--- src/rtl/conv1d_frame_ctrl.sv ---
// Frame-level sequencer for the streaming Conv1D datapath.
// Provides the ap_ctrl_chain handshake, gates input-FIFO reads, counts
// inputs/outputs per frame, bounds the pipeline drain and issues a
// one-cycle datapath flush between frames. Protocol violations are
// recorded in a sticky error vector that only reset clears.
module conv1d_frame_ctrl #(
  parameter int unsigned NIN           = 128,
  parameter int unsigned NOUT          = 97,
  parameter int unsigned CNT_W         = 8,
  parameter int unsigned DRAIN_TIMEOUT = 64,
  parameter int unsigned FRAME_W       = 16
) (
  input  logic               ap_clk,
  input  logic               ap_rst,
  input  logic               ap_start,
  input  logic               ap_continue,
  output logic               ap_ready,
  output logic               ap_done,
  output logic               ap_idle,
  input  logic               in_empty_n,
  input  logic               in_read_req,
  output logic               in_read,
  output logic               dp_enable,
  output logic               dp_flush,
  input  logic               dp_out_write,
  input  logic               out_full_n,
  output logic [FRAME_W-1:0] frame_cnt,
  output logic [3:0]         err
);

  localparam int unsigned TMO_W = $clog2(DRAIN_TIMEOUT + 1);

  localparam logic [CNT_W-1:0] IN_LAST  = CNT_W'(NIN - 1);
  localparam logic [CNT_W-1:0] OUT_LAST = CNT_W'(NOUT - 1);
  localparam logic [CNT_W-1:0] OUT_ALL  = CNT_W'(NOUT);
  localparam logic [TMO_W-1:0] TMO_LAST = TMO_W'(DRAIN_TIMEOUT - 1);

  // Bit positions inside err
  localparam int unsigned ERR_OVERRUN   = 0;
  localparam int unsigned ERR_EARLY_OUT = 1;
  localparam int unsigned ERR_EXTRA_OUT = 2;
  localparam int unsigned ERR_TIMEOUT   = 3;

  typedef enum logic [2:0] {
    S_IDLE,
    S_RUN,
    S_DRAIN,
    S_DONE,
    S_FLUSH
  } state_t;

  state_t state;
  state_t state_nxt;

  logic [CNT_W-1:0] in_cnt;
  logic [CNT_W-1:0] out_cnt;
  logic [TMO_W-1:0] tmo_cnt;

  logic             start_acc;
  logic             active;
  logic             rd_fire;
  logic             last_in;
  logic             out_sat;
  logic             out_acc;
  logic             out_hit;
  logic             tmo_hit;
  logic [3:0]       err_set;

  // Event decode shared by the FSM, the counters and the error logic
  assign start_acc = (state == S_IDLE) && ap_start;
  assign active    = (state == S_RUN) || (state == S_DRAIN);
  assign rd_fire   = (state == S_RUN) && in_read_req && in_empty_n;
  assign last_in   = rd_fire && (in_cnt == IN_LAST);
  assign out_sat   = (out_cnt == OUT_ALL);
  assign out_acc   = active && dp_out_write && !out_sat;
  assign out_hit   = out_acc && (out_cnt == OUT_LAST);
  assign tmo_hit   = (state == S_DRAIN) && !dp_out_write && (tmo_cnt == TMO_LAST);

  // Error events raised this cycle; writes outside RUN/DRAIN or past NOUT are extras
  always_comb begin
    err_set                = '0;
    err_set[ERR_OVERRUN]   = active && dp_out_write && !out_full_n;
    err_set[ERR_EARLY_OUT] = (state == S_RUN) && out_hit && !last_in;
    err_set[ERR_EXTRA_OUT] = dp_out_write && (!active || out_sat);
    err_set[ERR_TIMEOUT]   = tmo_hit;
  end

  // State register
  always_ff @(posedge ap_clk or posedge ap_rst) begin
    if (ap_rst) begin
      state <= S_IDLE;
    end else begin
      state <= state_nxt;
    end
  end

  // Next-state logic and state-decoded handshake/datapath controls
  always_comb begin
    state_nxt = state;
    ap_idle   = 1'b0;
    ap_done   = 1'b0;
    dp_enable = 1'b0;
    dp_flush  = 1'b0;
    in_read   = 1'b0;
    case (state)
      S_IDLE: begin
        ap_idle = 1'b1;
        if (ap_start) begin
          state_nxt = S_RUN;
        end
      end
      S_RUN: begin
        dp_enable = 1'b1;
        in_read   = rd_fire;
        if (last_in) begin
          // Outputs already complete (or completing now) skip the drain
          state_nxt = (out_hit || out_sat) ? S_DONE : S_DRAIN;
        end
      end
      S_DRAIN: begin
        dp_enable = 1'b1;
        if (out_hit || tmo_hit) begin
          state_nxt = S_DONE;
        end
      end
      S_DONE: begin
        ap_done = 1'b1;
        if (ap_continue) begin
          state_nxt = S_FLUSH;
        end
      end
      S_FLUSH: begin
        dp_flush  = 1'b1;
        state_nxt = S_IDLE;
      end
      default: begin
        state_nxt = S_IDLE;
      end
    endcase
  end

  // Input sample counter, cleared when a frame is accepted
  always_ff @(posedge ap_clk or posedge ap_rst) begin
    if (ap_rst) begin
      in_cnt <= '0;
    end else if (start_acc) begin
      in_cnt <= '0;
    end else if (rd_fire) begin
      in_cnt <= in_cnt + CNT_W'(1);
    end
  end

  // Output write counter, saturating at NOUT
  always_ff @(posedge ap_clk or posedge ap_rst) begin
    if (ap_rst) begin
      out_cnt <= '0;
    end else if (start_acc) begin
      out_cnt <= '0;
    end else if (out_acc) begin
      out_cnt <= out_cnt + CNT_W'(1);
    end
  end

  // Drain watchdog: consecutive DRAIN cycles without an output write
  always_ff @(posedge ap_clk or posedge ap_rst) begin
    if (ap_rst) begin
      tmo_cnt <= '0;
    end else if ((state != S_DRAIN) || dp_out_write) begin
      tmo_cnt <= '0;
    end else begin
      tmo_cnt <= tmo_cnt + TMO_W'(1);
    end
  end

  // One-cycle ready pulse after the last input of the frame is read
  always_ff @(posedge ap_clk or posedge ap_rst) begin
    if (ap_rst) begin
      ap_ready <= 1'b0;
    end else begin
      ap_ready <= last_in;
    end
  end

  // Completed-frame counter, advances when ap_done is acknowledged
  always_ff @(posedge ap_clk or posedge ap_rst) begin
    if (ap_rst) begin
      frame_cnt <= '0;
    end else if ((state == S_DONE) && ap_continue) begin
      frame_cnt <= frame_cnt + FRAME_W'(1);
    end
  end

  // Sticky error flags
  always_ff @(posedge ap_clk or posedge ap_rst) begin
    if (ap_rst) begin
      err <= '0;
    end else begin
      err <= err | err_set;
    end
  end

endmodule

--- config.mk ---
export PLATFORM = sky130hd
export DESIGN_NAME = conv1d_frame_ctrl
export DESIGN_NICKNAME = d
export VERILOG_FILES = /design/src/rtl/conv1d_frame_ctrl.sv
export SDC_FILE = /design/constraint.sdc
export NUM_CORES = 1
export LEC_CHECK = 0
export ABC_AREA = 1
export BUFFER_PORTS_ARGS = -buffer_cell sky130_fd_sc_hd__clkbuf_2
export CAP_MARGIN = 25
export CELL_PAD_IN_SITES_DETAIL_PLACEMENT = 1
export CELL_PAD_IN_SITES_GLOBAL_PLACEMENT = 1
export CORE_UTILIZATION = 30
export CTS_CLUSTER_SIZE = 28
export DETAILED_ROUTE_END_ITERATION = 6
export MAX_ROUTING_LAYER = met4
export PLACE_DENSITY_LB_ADDON = 0.1
export SLEW_MARGIN = 0
export SYNTH_ARGS = -nofsm -noshare
export SYNTH_HDL_FRONTEND = slang
export SYNTH_SLANG_ARGS = --single-unit
--- constraint.sdc ---
create_clock -name ap_clk -period 1.4 [get_ports ap_clk]
set_input_delay 0.14 -clock ap_clk [delete_from_list [all_inputs] [get_ports ap_clk]]
set_output_delay 0.14 -clock ap_clk [all_outputs]
set_load 0.02 [all_outputs]
==> flow_summary.json, run 1 <==
{
  "vdd_ir_drop_max_v": 0.000548,
  "postSynthAreaPerCell_um2": 7.89,
  "routedWlPerCell_um": 12.9,
  "path_clk_slew_ps": 90,
  "cts_tree": "yes",
  "clk_latency_ps": 300,
  "leakagePower_nw": 1.87,
  "syn-cell-area_um2": 2520,
  "hold_viol": 0,
  "cts_max_path_buffers": 2,
  "post-route-drc-count": 0,
  "worstPathRequired_ps": 1260,
  "postLayoutCoreUtil_pct": 45.0,
  "grt_max_degree": 37,
  "worst_pin_slew_ps": 320,
  "hold_class": "input port to flop",
  "slew_headroom_pct": 78.6,
  "grt_use_total_pct": 16.0,
  "firstDrtPassIters": 4,
  "die_w_um": 93.7,
  "yosysTopAreaCellShare_pct": 46.6,
  "fmax_ghz": 0.661,
  "grt_pass1_wl_mm": 10.7,
  "antenna_left": 0,
  "synth_nets": 334,
  "violations": "setup timing",
  "fin_crit_ps": 1510,
  "hpwl_mm": 5.03,
  "start_kind": "flop",
  "endpoint_kind": "output port",
  "async_flop_share_pct": 100,
  "skew_ps": 10.2,
  "ys_warn_count": 0,
  "comb_power_share_pct": 49.8,
  "intPower_mw": 3.19,
  "power.share.clock_pct": 16.5,
  "cts.sinks": 47,
  "finalCritPeriodShare_pct": 108,
  "io-pin-count": 34,
  "p_switching_mw": 2.07,
  "final_nets": 435,
  "yosys-top-cells-area": "dfrtp_1, nand2_1, inv_1",
  "ys_seq_area_share_pct": 46.6,
  "fp-row-count": 33,
  "rsz0062_at_grt": "yes",
  "start_util_pct": 30.9,
  "criticalPathCategory": "flop to output port",
  "fp.dieArea_um2": 8790,
  "grt_antenna_before_repair": 0,
  "finalPower_mw": 5.26,
  "drt_iter0_markers": 32,
  "cp_max_fo": 4,
  "netlist_instances": 320,
  "fin_ws_ps": -113,
  "die_height_um": 93.7,
  "power.share.switching_pct": 39.3,
  "overflow": 0,
  "finalSetupViolCount": 13,
  "htree_levels": 2,
  "root_buffer": "clkbuf_8",
  "synth_cell_type_count": 27,
  "drv_slew": 0,
  "drive_gt1_share_pct": 40.0,
  "yosysTopAreaCell": "dfrtp_1",
  "status": "complete, but fails checks",
  "routed_wl_mm": 6.80,
  "synth-main-ff-cell": "dfrtp_1",
  "max_cap_viol_count": 0,
  "via_per_inst": 4.54,
  "p_seq_share_pct": 33.7,
  "numCtsBuffers": 5,
  "routabilityCongestion": 0.732,
  "grt_pass1_vias": 2358,
  "syn2layout_area_growth_pct": 45.7,
  "cp.arrival_ps": 1370,
  "power_density_nw_per_um2": 1430,
  "io_buffers": 33,
  "n_antenna_cell": 0,
  "synth-seq-cells": 47,
  "core_um2": 8180,
  "synth_edf_count": 0,
  "vias": 2391
}
flip-flops by register name (all words and copies together), names as in the netlist:
name,flops
ap_ready,1
state,3
err,4
in_cnt,8
out_cnt,8
tmo_cnt,7
frame_cnt,16
power by group through the flow:
| stage | logic [mW] | registers, mW | clock network, mW |
|---|---|---|---|
| 3_3_place_gp | 1.93 | 1.74 | 0 |
| 2_1_floorplan | 0.977 | 1.83 | 0 |
| 4_1_cts | 2.29 | 1.73 | 0.927 |
| 3_5_place_dp | 1.97 | 1.75 | 0 |
| 6_report | 2.62 | 1.77 | 0.869 |
| 5_1_grt | 2.86 | 1.79 | 0.974 |
worst max-delay path, cell delays in order (launching register included):
cell	delay (ps)
dfrtp_2	450
buf_4	170
nand2_4	90
nand2_2	80
buf_4	150
clkbuf_8	140
cell type report:
class	instances	area, um2
well taps	105	131
fillers	1009	4500
repair buffers	95	732
clock buffers	7	86.3
inverters	45	176
clock inverters	1	5.00
multi-input cells	227	1360
flip-flops and latches	47	1190
cell usage in the layout, fill, tap and decap left out, drive strengths merged, types with 5 or more instances in the layout:
master / instances
nor2: 45
xor2: 7
xnor2: 5
inv: 45
a21oi: 11
nand3: 22
ha: 6
o21ai: 14
clkbuf: 38
buf: 62
dfrtp: 47
nand4: 7
nor3: 9
nand2: 92
cell usage after synthesis (2+ instances only):
| cell | number |
|---|---|
| nand2_1 | 87 |
| dfrtp_1 | 47 |
| inv_1 | 43 |
| nor2_1 | 40 |
| nand3_1 | 21 |
| o21ai_0 | 14 |
| a21oi_1 | 11 |
| nand4_1 | 7 |
| xor2_1 | 7 |
| ha_1 | 6 |
| nor3_1 | 6 |
| nor2_4 | 5 |
| xnor2_1 | 5 |
| nand2_2 | 3 |
| inv_2 | 2 |
| nand2_4 | 2 |
| nor3_2 | 2 |
| o21bai_1 | 2 |
| or2_2 | 2 |
cells by family after synthesis:
| kind of cell | count (synthesis) | synth area share (%) |
|---|---|---|
| AO/OA/AOI/OAI | 29 | 6.10 |
| XOR/XNOR | 12 | 4.16 |
| adder cells (fa/ha/maj) | 6 | 2.97 |
| buffers and inverters | 46 | 7.23 |
| flip-flops | 47 | 46.6 |
| AND/OR/NAND/NOR | 180 | 33.0 |
layer usage:
metal	up-vias	part of all wire [%]	GRT usage [%]	wire (um)
met4	0	1.7	5.51	116
met3	12	3.1	3.40	208
met5	-	0	-	0
met2	25	52	26.5	3500
met1	1148	44	19.3	2970
li1	1206	-	-	-
repair_timing:
action | 4_1_cts | 5_1_grt
resized for setup | 33 | 55
pin swaps | 6 | 16
hold buffers | 2 | 0
buffers inserted | 5 | 8
setup endpoints to repair | 27 | 40
endpoints found under the hold margin | 12 | 0
worst paths after layout:
kind | cells after the start | startpoint | to | slack, ps
worst min-delay path | 4 | dp_out_write | err[0]$_DFF_PP0_ | 240
worst max register to register | 9 | state[2]$_DFFE_PP0P_ | frame_cnt[14]$_DFFE_PP0P_ | -100
worst min register to register | 1 | err[2]$_DFF_PP0_ | err[2]$_DFF_PP0_ | 480
worst max-delay path | 5 | state[1]$_DFFE_PP0P_ | dp_enable | -110
max in group asynchronous | 4 | ap_rst | state[1]$_DFFE_PP0P_ | 580
min in group asynchronous | 3 | ap_rst | frame_cnt[3]$_DFFE_PP0P_ | 300
through the flow:
stage	setup WS, ps	hold slack [ps]	setup TNS (ps)	cells	area (um2)
2_1_floorplan	-69.7	236	-624	320	2540
4_1_cts	-136	227	-991	519	3450
5_1_grt	-182	237	-3070	527	3680
3_5_place_dp	-99.0	89.1	-897	504	3190
6_report	-113	240	-727	527	3680
3_3_place_gp	-56.6	86.4	-253	504	3190
No activity file was read; power rests on OpenSTA's default activity.
==> run 2: changes to the inputs <==
--- a/config.mk
+++ b/config.mk
@@ -15,6 +15,7 @@
 export DETAILED_ROUTE_END_ITERATION = 6
 export MAX_ROUTING_LAYER = met4
 export PLACE_DENSITY_LB_ADDON = 0.1
+export RECOVER_POWER = 50
 export SLEW_MARGIN = 0
 export SYNTH_ARGS = -nofsm -noshare
 export SYNTH_HDL_FRONTEND = slang
==> run 2 against run 1 <==
  * The flow still finishes with violations (setup timing)
  * Wire length about the same
  * Register-to-register slack about the same
  * Final cell count unchanged
  * Worst hold slack unchanged
  * Global-route usage unchanged
  * Largest cell class unchanged
  * Largest power group unchanged
==> flow_summary.json, run 2 (synthesized netlist as in run 1, its figures left out) <==
{
  "die_w_um": 93.7,
  "grt_use_total_pct": 16.0,
  "via_per_inst": 4.54,
  "grt_antenna_before_repair": 0,
  "cts_max_path_buffers": 2,
  "numCtsBuffers": 5,
  "violations": "setup timing",
  "io-pin-count": 34,
  "die_height_um": 93.7,
  "io_buffers": 33,
  "start_util_pct": 30.9,
  "routedWlPerCell_um": 12.9,
  "fin_crit_ps": 1510,
  "routed_wl_mm": 6.81,
  "finalCritPeriodShare_pct": 108,
  "hold_class": "input port to flop",
  "antenna_left": 0,
  "regMostFlops": "frame_cnt",
  "core_um2": 8180,
  "hold_ws_ps": 240,
  "n_antenna_cell": 0,
  "cp_max_fo": 4,
  "endpoint_kind": "output port",
  "firstDrtPassIters": 4,
  "power_density_nw_per_um2": 1430,
  "htree_levels": 2,
  "fp-row-count": 33,
  "fmax_ghz": 0.661,
  "largest_reg_flops": 16,
  "place_ws_ps": -99.0,
  "vdd_ir_drop_max_v": 0.000547,
  "start_kind": "flop",
  "layout_common_cells": "nand2_1, buf_4, dfrtp_1",
  "final_cells": 527,
  "final_nets": 435,
  "overflow": 0,
  "criticalPathCategory": "flop to output port",
  "cts.sinks": 47,
  "slew_headroom_pct": 67.3,
  "fp.dieArea_um2": 8790,
  "top_regs": "frame_cnt x16, in_cnt x8, out_cnt x8",
  "grt_pass1_vias": 2358,
  "rsz0062_at_grt": "yes",
  "hold_viol": 0,
  "skew_ps": 10.1,
  "worstPathRequired_ps": 1260,
  "status": "complete, but fails checks",
  "worst_pin_slew_ps": 491,
  "grt_max_degree": 37,
  "leakagePower_nw": 1.86,
  "finalSetupViolCount": 13,
  "clk_latency_ps": 300,
  "path_clk_slew_ps": 90,
  "cts_tree": "yes",
  "final_common_cell": "nand2_1",
  "dp.cells": 504,
  "syn2layout_area_growth_pct": 45.2,
  "drv_slew": 0,
  "hpwl_mm": 5.03,
  "max_cap_viol_count": 0,
  "routabilityCongestion": 0.732,
  "grt_pass1_wl_mm": 10.7,
  "fin_ws_ps": -113,
  "post-route-drc-count": 0,
  "vias": 2391,
  "drive_gt1_share_pct": 39.8,
  "cp.arrival_ps": 1370,
  "drt_iter0_markers": 30,
  "root_buffer": "clkbuf_8"
}
[run 2: cell counts in the layout (fill, tap and decap cells not counted)]
No cell type changed its count.
[run 2: layout make-up]
| type | instances | area (um2) |
|---|---|---|
| Clock buffer | 7 | 86.3 |
| Clock inverter | 1 | 5.00 |
| Fill cell | 1009 | 4510 |
| Inverter | 45 | 176 |
| Multi-Input combinational cell | 227 | 1360 |
| Sequential cell | 47 | 1190 |
| Tap cell | 105 | 131 |
| Timing Repair Buffer | 95 | 719 |
[run 2: metal layers]
| layer | routed length (um) | vias to the layer above | share of wire (%) | global-route usage, % |
|---|---|---|---|---|
| li1 | - | 1206 | - | - |
| met4 | 116 | 0 | 1.7 | 5.51 |
| met3 | 208 | 12 | 3.1 | 3.40 |
| met2 | 3500 | 25 | 51 | 26.5 |
| met5 | 0 | - | 0 | - |
| met1 | 2980 | 1148 | 44 | 19.3 |
[run 2: stage by stage]
step	utilization (%)	TNS, ps	total power, mW	cell area [um2]
2_1_floorplan	-	-624	2.81	2540
3_3_place_gp	39.0	-253	3.67	3190
3_5_place_dp	39.0	-897	3.72	3190
4_1_cts	42.2	-991	4.95	3450
5_1_grt	44.8	-3940	5.62	3670
6_report	44.8	-729	5.25	3670
[run 2: power by group]
| part | switching (mW) | leakage, nW | total [mW] | internal (mW) |
|---|---|---|---|---|
| combinational | 1.39 | 1.20 | 2.61 | 1.22 |
| clock | 0.469 | 0.0482 | 0.869 | 0.400 |
| sequential | 0.209 | 0.616 | 1.77 | 1.56 |
[run 2: timing repair]
item	in CTS	in global routing
buffers inserted	5	8
pin swaps	6	16
hold endpoints to repair	12	0
gates cloned	0	0
gates resized for setup	33	55
hold buffers	2	0
endpoints found under the setup margin	27	40
[run 2: critical path, stage by stage, from the launching register on]
cell and delay [ps]:
dfrtp_2 450, buf_4 170, nand2_4 90, nand2_2 80, buf_4 150, clkbuf_8 140
[run 2: worst paths after layout]
check                                           from                   endpoint  slack, ps  cells after the start
worst max-delay path            state[1]$_DFFE_PP0P_                  dp_enable       -110                      5
worst min register to register      err[2]$_DFF_PP0_           err[2]$_DFF_PP0_        480                      1
max in group asynchronous                     ap_rst       state[1]$_DFFE_PP0P_        130                      4
min in group asynchronous                     ap_rst   frame_cnt[3]$_DFFE_PP0P_        370                      3
worst min-delay path                    dp_out_write           err[0]$_DFF_PP0_        240                      4
worst max register to register  state[2]$_DFFE_PP0P_  frame_cnt[14]$_DFFE_PP0P_       -100                      9
